--- src/rtl/priority_arbiter.sv ---
// Fixed-priority arbiter: bit 0 of r wins. Grant is presented combinationally
// (one-hot, binary index, any, remaining requests) and as a registered copy.
module priority_arbiter #(
    parameter int unsigned n  = 8,
    parameter int unsigned IW = $clog2(n)
) (
    input  logic          clk,
    input  logic          reset,
    input  logic [n-1:0]  r,
    output logic [n-1:0]  g,
    output logic [IW-1:0] g_idx,
    output logic          any,
    output logic [n-1:0]  rem,
    output logic [n-1:0]  g_q,
    output logic [IW-1:0] g_idx_q,
    output logic          any_q
);

    logic found;

    // Scan upward and stop at the first set bit, so bits above the winner
    // (even unknown ones) never reach g or g_idx.
    always_comb begin
        g     = '0;
        g_idx = '0;
        found = 1'b0;
        for (int unsigned i = 0; i < n; i++) begin
            if (!found && r[i]) begin
                g[i]  = 1'b1;
                g_idx = IW'(i);
                found = 1'b1;
            end
        end
    end

    assign any = |r;
    assign rem = r & ~g;

    // Registered copy; reset clears only these registers.
    always_ff @(posedge clk or posedge reset) begin
        if (reset) begin
            g_q     <= '0;
            g_idx_q <= '0;
            any_q   <= 1'b0;
        end else begin
            g_q     <= g;
            g_idx_q <= g_idx;
            any_q   <= any;
        end
    end

endmodule

--- config.mk ---
export PLATFORM = sky130hd
export DESIGN_NAME = priority_arbiter
export DESIGN_NICKNAME = d
export VERILOG_FILES = /design/src/rtl/priority_arbiter.sv
export SDC_FILE = /design/constraint.sdc
export NUM_CORES = 1
export LEC_CHECK = 0
export BUFFER_PORTS_ARGS = -buffer_cell sky130_fd_sc_hd__buf_2
export CORE_MARGIN = 10
export CORE_UTILIZATION = 33
export DETAILED_ROUTE_END_ITERATION = 10
export GPL_ROUTABILITY_DRIVEN = 0
export PLACE_DENSITY = 0.72
export SETUP_SLACK_MARGIN = 0.1
export SLEW_MARGIN = 20
export SYNTH_ARGS = -nofsm -noshare
export SYNTH_HDL_FRONTEND = slang
export SYNTH_SLANG_ARGS = --single-unit
--- constraint.sdc ---
create_clock -name clk -period 1.2 [get_ports clk]
set_input_delay 0.18 -clock clk [delete_from_list [all_inputs] [get_ports clk]]
set_output_delay 0.18 -clock clk [all_outputs]
set_load 0.02 [all_outputs]
==> metrics.md, run 1 <==
| Metric | Value |
|---|---|
| Status | complete, but fails checks |
| Failing checks | setup timing |
| All-Layer GR Usage | between 10% and 20% |
| First-pass GRT wire length | between 3000 and 4000 µm |
| Post-route DRC | 0 |
| CTS Buf Count | 3 |
| Sw Pwr | approximately 340 µW |
| Htree depth | 1 |
| PortBufs | 40 |
| DRT iter0 DRCs | 12 |
| Post-layout util | 86.96% |
| Sw Share | between 30 and 40% |
| Cells after synthesis | 48 |
| Power Density | 805.6 nW/µm² |
| WL/cell | 22.84 µm |
| Initial Utilization | a little over a third |
| Power share of the combinational group | between 30% and 40% |
| Num rows | 14 |
| Setup-failing EPs final | 19 |
| Setup TNS | -2397 ps |
| Drt total wl | approximately 3000 µm |
| Sequential power share | about two fifths |
| Boundary Pins | 42 |
| Max Slew Vio Count | 0 |
| CP Capture Type | output pin |
| Crit path DAT | 1260 ps |
| Tmin final | between 1000 and 1500 ps |
| Clock sink total | 12 |
| Tcrit/Tclk final | 120.1% |
| HPWL Detailed | roughly 1500 µm |
| Clock power frac | roughly a quarter |
| Vias in the first global route | 660 |
| Root Buffer | clkbuf_4 |
| DR pass1 iterations | 4 |
| Setup WS post-layout | -241.6 ps |
| CTS tree | yes |
| Die width | 59.86 µm |
| Avg Inst Size Synth | between 10 and 15 µm² |
| Hold Path Depth | 3 |
| Yosys warning total | 0 |
| GRT overflow | 0 |
| Crit Path Category | in -> out |
| Die height | around 60 µm |
| Cell taking the most area after synthesis | dfrtp_1 |
| Share of the synthesized area in the top cell type | between 50% and 60% |
| Initial antenna violation count | 0 |
| Die area | roughly 3600 µm² |
| Hold Path Sink | g_idx_q[2]$_DFF_PP0_ |
| Largest net degree at the start of global routing | 13 |
| Largest cells by area after synthesis | dfrtp_1, and2_1, nor3b_1 |
| Maxcap violations | 0 |
| Leak | approximately 0.67 nW |
| Clock transition at path regs | roughly 70 ps |
| Synth Register Bits | 12 |
| Sequential area share after synthesis | approximately 57% |
| Fmax | slightly below 700 MHz |
| Area Overhead vs Synth | 149.9% |
| Worst hold path type | in -> reg |
| # diodes | 0 |
| Max VDD drop | 0.0004959 V |
| Clock Tree Buf Depth | 2 |
| Crit-path max FO | 3 |
| Pint | approximately 720 µW |
| Fin nets | between 100 and 150 |
| Core ar. | ~1500 µm² |
| Critical Path RT | slightly above 1000 ps |
| Via density | about 5 |
| Worst Hold Launch | r[0] |
| Detail Route Antenna Nets | 0 |
| Post-synth net total | just under 60 |
| Critical path startpoint category | input pin |
| Vias | just under 700 |
| Synth Cell Area | 524.3 µm² |
| Unrepaired setup endpoints after global routing | true |
| Fin. Hold Viols | 0 |
| Fraction of layout cells with a size suffix above 1 | between 80% and 90% |
| Yosys cell types | 22 |
[worst max-delay path, stage by stage]
cell    delay (ps)
buf_4          130
or4_4          560
nor2_4         120
and2_4         160
buf_6          110
[cell usage after synthesis]
cell,n
o21bai_1,1
o41ai_1,1
and2_1,4
nor3b_1,3
o21a_1,2
a211oi_1,1
nand3_1,1
or4_4,1
nor2_1,4
conb_1,1
o21ai_1,1
nor4_2,1
buf_2,1
clkbuf_1,1
nor2b_1,3
inv_1,2
dfrtp_1,12
o31a_2,1
a21oi_1,3
nand2_1,1
nor2_2,1
buf_4,2
[power groups by stage]
stage                     logic, mW  clock network, mW  registers (mW)
after global placement        0.224                  0           0.426
after CTS                     0.320              0.246           0.419
after global routing          0.394              0.277           0.421
after detailed placement      0.229                  0           0.427
final                         0.375              0.260           0.420
after floorplan               0.117                  0           0.444
[final cells by class]
cell class	instances	area [µm²]
timing repair buffer	69	595.6
clock buffer	3	22.52
tap	16	20.02
fill	67	196.4
sequential	12	300.3
multi-input combinational	30	364.1
inverter	2	7.507
[through the flow]
step / area (µm²) / hold slack [ps] / power, mW / setup WS (ps) / instances
after floorplan: 614.3 / 44.70 / 0.5604 / -5.808 / 48
after global placement: 874.6 / 190.2 / 0.6505 / -274.4 / 111
after detailed placement: 874.6 / 203.4 / 0.6563 / -295.7 / 111
after CTS: 1176 / 172.0 / 0.9851 / -198.1 / 123
after global routing: 1310 / 209.5 / 1.092 / -261.0 / 132
final: 1310 / 214.8 / 1.055 / -241.6 / 132
[how the worst max path moves through the flow]
stage                 to  from
floorplan           g[5]  r[1]
global placement    g[5]  r[2]
detailed placement  g[5]  r[2]
CTS                 g[7]  r[0]
global route        g[7]  r[0]
finish              g[5]  r[3]
[state kept, by name (all words and copies together), names as in the netlist]
signal	flops
any_q	1
g_idx_q	3
g_q	8
[kinds of logic after synthesis]
kind of cell | Yosys count | synth area share (%)
AO/OA/AOI/OAI | 10 | 13.13
AND/OR/NAND/NOR | 19 | 22.91
buffers and inverters | 6 | 5.965
other | 1 | 0.7153
flip-flops | 12 | 57.28
[placed cells by master (no fill, tap or decap), drive strengths merged]
cell type and instances:
dfrtp 12, o31a 1, o21bai 1, a21oi 3, inv 2, nand3 1
conb 1, o41ai 1, nor3b 3, nand2 1, or4 1, nor4 1
nor2 5, dlygate4sd3 1, and2 4, o21a 2, nor2b 3, o21ai 1
buf 68, a211oi 1, clkbuf 3
[timing repair]
action                                  4_1_cts  5_1_grt
endpoints found under the setup margin       14       18
hold buffers                                  1        0
gates resized for setup                      60       14
pin swaps                                    11        6
setup buffers                                 9        9
hold endpoints to repair                     12        0
[per-layer routing]
metal  share of wire (%)  track usage [%]
met5                   0                0
met2                  50            23.97
met3                 6.6            3.814
met4                 6.7            11.86
met1                  36            14.62
Note: power is estimated with default switching activity, not from simulation.
==> run 2: changes to the inputs <==
Settings changed: ABC_AREA set to 1.
==> run 2 against run 1 <==
Flip-flop and latch count did not move. The flow still finishes with violations (setup timing). Global-route usage fell by 4.5 points. Critical path depth rose by 4. Worst setup slack improved by 210 ps. Clock-buffer cell count rose by 1. Highest routed layer unchanged. Combinational power fell by 30%. Cell count fell by 2.3%. Sequential share of layout area rose by 4.6 points. Critical endpoint is now g_idx[0]. Largest power group unchanged.
==> metrics.md, run 2 <==
| Metric | Value |
|---|---|
| Boundary Pins | 42 (unchanged) |
| Maxcap violations | 0 (unchanged) |
| DR pass1 iterations | 4 (unchanged) |
| Critical path startpoint category | input pin |
| Failing checks | setup timing |
| Fmax | 810.1 MHz (+17%) |
| Worst hold path type | in -> reg |
| Unrepaired setup endpoints after global routing | true |
| Leak | 0.6185 nW (-7.5%) |
| Pre-CTS setup slack | -120.6 ps (+175.0 ps) |
| Die width | 60.10 µm (+0.40%) |
| Max VDD drop | 0.0004276 V (-14%) |
| Ys flop type | dfrtp_1 |
| Clock transition at path regs | 70 ps (about the same) |
| Reg with most FFs | g_q |
| Status | complete, but fails checks |
| Crit-path max FO | 3 (unchanged) |
| Core ar. | 1506 µm² (unchanged) |
| Register area | 300.3 µm² (unchanged) |
| Yosys warning total | 0 (unchanged) |
| Hold_ws | 144.9 ps (-69.88 ps) |
| All-Layer GR Usage | 9.911% (-4.5 points) |
| CTS Buf Count | 3 (unchanged) |
| Commonest non-fill, non-tap cell in the layout | buf_2 |
| Crit path DAT | 1050 ps (-210 ps) |
| Tmin final | 1234 ps (-207.3 ps) |
| Synth Cell Area | 530.5 µm² (+1.2%) |
| Drt total wl | 1838 µm (-39%) |
| Largest family of logic cells by synthesized area | simple AND/OR/NAND/NOR gates |
| # fillers | 114 (+70%) |
| Clock Tree Buf Depth | 2 (unchanged) |
| Cells after synthesis | 56 (+17%) |
| Synth Area in XOR/XNOR | 0% (unchanged) |
| Avg Inst Size Synth | 9.473 µm² (-13%) |
| Yosys cell types | 16 (-27%) |
| Crit Path Category | in -> out |
| Most instantiated cells after synthesis | dfrtp_1, inv_1, nor2_1 |
| Die height | 60.10 µm (+0.40%) |
| Fraction of layout cells with a size suffix above 1 | 70.80% (-11 points) |
| Max Slew Vio Count | 0 (unchanged) |
| Simple-Gate Fraction of Synth Area | 25.47% (+2.6 points) |
| Die area | 3611 µm² (+0.80%) |
| Fin. Hold Viols | 0 (unchanged) |
| PortBufs | 40 (unchanged) |
| GRT overflow | 0 (unchanged) |
| Regs by FF count | g_q (8), g_idx_q (3), any_q (1) |
| Commonest non-fill, non-tap cells in the layout | buf_2, buf_6, buf_4, dfrtp_1, inv_1 |
| Tcrit/Tclk final | 102.9% (-17 points) |
| Clock sink total | 12 (unchanged) |
| Htree depth | 1 (unchanged) |
| Root Buffer | clkbuf_4 |
| Count leader, synth | dfrtp_1 |
| Mux cell area share after synthesis | 0% (unchanged) |
| Largest net degree at the start of global routing | 13 (unchanged) |
| HPWL Detailed | 1428 µm (-7.7%) |
| Power Density | 909.6 nW/µm² (+13%) |
| Sequential area share after synthesis | 56.60% (-0.68 points) |
| Setup TNS | -34.35 ps (+2362 ps) |
| Total power | 992.4 µW (-6.0%) |
| Setup-failing EPs final | 1 (-18) |
| Vias | 567 (-16%) |
| Critical Path RT | 1020 ps (about the same) |
| Max FFs per register | 8 (unchanged) |
| First-pass GRT wire length | 2677 µm (-29%) |
| Share of the synthesized area in the top cell type | 56.60% (-0.68 points) |
| Post-synth net total | 66 (+14%) |
| Cell taking the most area after synthesis | dfrtp_1 |
| # diodes | 0 (unchanged) |
| DRT iter0 DRCs | 9 (-3) |
| CP Capture Type | output pin |
| Setup WS post-layout | -34.35 ps (+207.3 ps) |
| Num rows | 14 (unchanged) |
| Post-synth EDFFs | 0 (unchanged) |
| Detail Route Antenna Nets | 0 (unchanged) |
| Synth Area in Compound Gates | 5.189% (-7.9 points) |
| Initial antenna violation count | 0 (unchanged) |
| Post-route DRC | 0 (unchanged) |
| WL/cell | 14.25 µm (-38%) |
| Vias in the first global route | 558 (-15%) |
| Area occupied by multi-input gates | 252.7 µm² (-31%) |
| Ys async rst share | 100.0% (unchanged) |
| Adder-Cell Fraction of Synth Area | 0% (unchanged) |
| Area Overhead vs Synth | 105.7% |
| Synth Register Bits | 12 (unchanged) |
| CTS tree | yes |
| Via density | 4.395 (-15%) |
| Initial Utilization | 35.22% (+0.42 points) |
| Largest cells by area after synthesis | dfrtp_1, inv_1, nor2_1 |
| Fin nets | 124 (-3.1%) |
==> run 2: routing by layer <==
metal	vias up	global-route usage [%]	share of wire [%]	routed length (µm)
met5	-	0	0	0
met1	257	9.709	36	653
met2	29	16.32	50	920
met3	6	3.178	11	194
li1	275	-	-	-
met4	0	8.654	3.8	70
==> run 2: cell type report <==
cell class                      instances  area share (%)
Timing Repair Buffer                   55           39.22
Inverter                               13           4.931
Multi-Input combinational cell         29           23.17
Tap cell                               16           1.835
Sequential cell                        12           27.52
Clock buffer                            4           3.326
==> run 2: critical path: stages <==
cell and delay (ps):
buf_6 100, nor2_4 160, nand2_2 100, inv_2 90, nand2_4 60, nor2_4 90, nor2_1 80, nand2_4 80
buf_6 110
==> run 2: worst paths after layout <==
path,from,endpoint,slack [ps],cells after the start
worst max-delay path,r[1],g_idx[0],-30,9
max in group asynchronous,reset,any_q$_DFF_PP0_,460,3
min in group asynchronous,reset,g_q[5]$_DFF_PP0_,440,3
worst min-delay path,r[0],g_q[0]$_DFF_PP0_,140,2
==> run 2: through the flow <==
| step | instance area (µm²) | utilization, % | cells |
|---|---|---|---|
| after CTS | 1002 | 66.53 | 126 |
| after global placement | 820.8 | 54.48 | 120 |
| after global routing | 1091 | 72.43 | 129 |
| after floorplan | 540.5 | - | 56 |
| final | 1091 | 72.43 | 129 |
| after detailed placement | 820.8 | 54.48 | 120 |
==> run 2: power by group <==
group | internal, mW | switching (mW) | leakage [nW] | total, mW
Clock | 0.184 | 0.127 | 0.0210 | 0.312
Combinational | 0.111 | 0.151 | 0.442 | 0.262
Sequential | 0.416 | 0.00286 | 0.156 | 0.419
==> run 2: what timing repair did <==
| item | CTS | global route |
|---|---|---|
| pin swaps | 4 | 7 |
| resized for setup | 33 | 20 |
| hold endpoints to repair | 12 | 0 |
| hold buffers | 1 | 0 |
| buffers inserted | 1 | 3 |
| endpoints found under the setup margin | 12 | 14 |
==> run 2: cell families after synthesis <==
| family | Yosys count |
|---|---|
| compound gates | 4 |
| buf+inv | 15 |
| flops | 12 |
| other cells | 1 |
| simple gates | 24 |
==> run 3: changes to the inputs <==
Settings changed: MAX_ROUTING_LAYER set to met4.
==> run 3 against run 2 <==
The flow still finishes with violations (setup timing). Non-clock buffer count did not move. Via count is the same. Largest cell class unchanged. Critical path depth is the same. First-iteration DRC count is the same. Largest power group unchanged. Cell count stayed put. Routed wire length fell by 0.16%. Highest routed layer unchanged. Combinational power about the same. Sequential share of layout area stayed put. Hold slack better by 0.58 ps. Critical endpoint unchanged. Total power about the same. Clock-buffer cell count did not move. Clock power is essentially flat. Critical path type unchanged.
==> metrics.md, run 3 (same netlist as run 2, synthesis figures left out) <==
| Metric | Value |
|---|---|
| Status | complete, but fails checks |
| Failing checks | setup timing |
| Max Slew Vio Count | 0 (unchanged) |
| Fin. Hold Viols | 0 (unchanged) |
| Placed Cells | 120 (unchanged) |
| # diodes | 0 (unchanged) |
| CTS Buf Count | 3 (unchanged) |
| Critical Path RT | 1020 ps (about the same) |
| Critical path startpoint category | input pin |
| All-Layer GR Usage | 10.31% (+0.40 points) |
| PortBufs | 40 (unchanged) |
| GRT overflow | 0 (unchanged) |
| Initial antenna violation count | 0 (unchanged) |
| DR pass1 iterations | 4 (unchanged) |
| Slowest-stage cell, CP | nor2_4 |
| Setup-failing EPs final | 1 (unchanged) |
| Crit path DAT | 1050 ps (about the same) |
| Max FFs per register | 8 (unchanged) |
| Htree depth | 1 (unchanged) |
| Initial Utilization | 35.22% (unchanged) |
| Crit path cell chain | buf_6 > nor2_4 > nand2_2 > inv_2 > nand2_4 > nor2_4 > nor2_1 > nand2_4 > buf_6 |
| Clock sink total | 12 (unchanged) |
| Die height | 60.10 µm (unchanged) |
| Setup TNS | -34.99 ps (-0.6428 ps) |
| Unrepaired setup endpoints after global routing | true |
| Die width | 60.10 µm (unchanged) |
| Drt total wl | 1835 µm (-0.16%) |
| Maxcap violations | 0 (unchanged) |
| Num rows | 14 (unchanged) |
| Vias | 567 (unchanged) |
| Boundary Pins | 42 (unchanged) |
| First-pass GRT wire length | 2684 µm (+0.26%) |
| Tmin final | 1235 ps (+0.6428 ps) |
| Regs by FF count | g_q (8), g_idx_q (3), any_q (1) |
| Area Overhead vs Synth | 105.7% (unchanged) |
| DRT iter0 DRCs | 9 (unchanged) |
| Setup WS post-layout | -34.99 ps (-0.6428 ps) |
| Detail Route Antenna Nets | 0 (unchanged) |
| Core ar. | 1506 µm² (unchanged) |
| Vias in the first global route | 555 (-0.54%) |
| Max VDD drop | 0.0004274 V (about the same) |
| Fraction of layout cells with a size suffix above 1 | 70.80% (unchanged) |
| Die area | 3611 µm² (unchanged) |
| Crit-path max FO | 3 (unchanged) |
| Commonest non-fill, non-tap cell in the layout | buf_2 |
| Leak | 0.6185 nW (unchanged) |
| CP max stage delay | 160 ps (about the same) |
| Reg with most FFs | g_q |
| Power Density | 909.2 nW/µm² (about the same) |
| Worst hold path type | in -> reg |
| Largest net degree at the start of global routing | 13 (unchanged) |
| Crit Path Category | in -> out |
| Post-route DRC | 0 (unchanged) |
| Via density | 4.395 (unchanged) |
| Fin nets | 124 (unchanged) |
| Fmax | 809.7 MHz (about the same) |
| HPWL Detailed | 1428 µm (unchanged) |
| Tcrit/Tclk final | 102.9% (about the same) |
| Root Buffer | clkbuf_4 |
| Non-filler cells, final | 129 (unchanged) |
| Clock Tree Buf Depth | 2 (unchanged) |
| CP Capture Type | output pin |
| Clock transition at path regs | 70 ps (about the same) |
| CTS tree | yes |
| WL/cell | 14.22 µm (-0.16%) |
| Commonest non-fill, non-tap cells in the layout | buf_2, buf_6, buf_4, dfrtp_1, inv_1 |
run 3: cell counts in the layout (fill, tap and decap cells not counted):
No cell type changed its count.
run 3: repair_timing:
item | in CTS | in global routing
endpoints found under the hold margin | 12 | 0
cloned | 0 | 0
setup endpoints to repair | 12 | 14
pin swaps | 4 | 7
gates resized for setup | 33 | 20
hold buffers | 1 | 0
setup buffers | 1 | 3
run 3: worst max-delay path, delay by kind of cell:
family | cells | cell delay (ps)
simple gates | 6 | 570
buf+inv | 3 | 300
run 3: cell type report:
class	count	area [µm²]
Inverter	13	53.80
Tap cell	16	20.02
Fill cell	114	415.4
Multi-Input combinational cell	29	252.7
Sequential cell	12	300.3
Timing Repair Buffer	55	427.9
Clock buffer	4	36.28
run 3: worst paths after layout:
kind,depth (start not counted),to,startpoint,slack (ps)
max,9,g_idx[0],r[1],-30
min,2,g_q[0]$_DFF_PP0_,r[0],150
max in group asynchronous,3,g_q[1]$_DFF_PP0_,reset,470
min in group asynchronous,3,g_q[5]$_DFF_PP0_,reset,440
run 3: metal layers:
layer | global-route usage, % | up-vias | wire length [µm]
met4 | 8.654 | 0 | 70
met1 | 10.07 | 256 | 674
met5 | - | - | 0
li1 | - | 276 | -
met2 | 16.62 | 29 | 923
met3 | 2.754 | 6 | 167
run 3: metrics by stage:
stage               util [%]  cell area (µm²)  setup WS [ps]  power [mW]  hold slack (ps)
CTS                    66.53             1002        -0.9648      0.9791            132.2
finish                 72.43             1091         -34.99      0.9919            145.5
global placement       54.48            820.8         -85.55      0.6176            187.0
detailed placement     54.48            820.8         -120.6      0.6218            198.5
floorplan                  -            540.5          110.4      0.5352            44.70
global route           72.43             1091         -71.62       1.043            129.1
run 3: report_power, final:
| group | total [mW] | switching [mW] | internal (mW) |
|---|---|---|---|
| clock | 0.311 | 0.127 | 0.184 |
| sequential | 0.419 | 0.00282 | 0.416 |
| combinational | 0.262 | 0.150 | 0.111 |
| total | 0.992 | 0.280 | 0.712 |
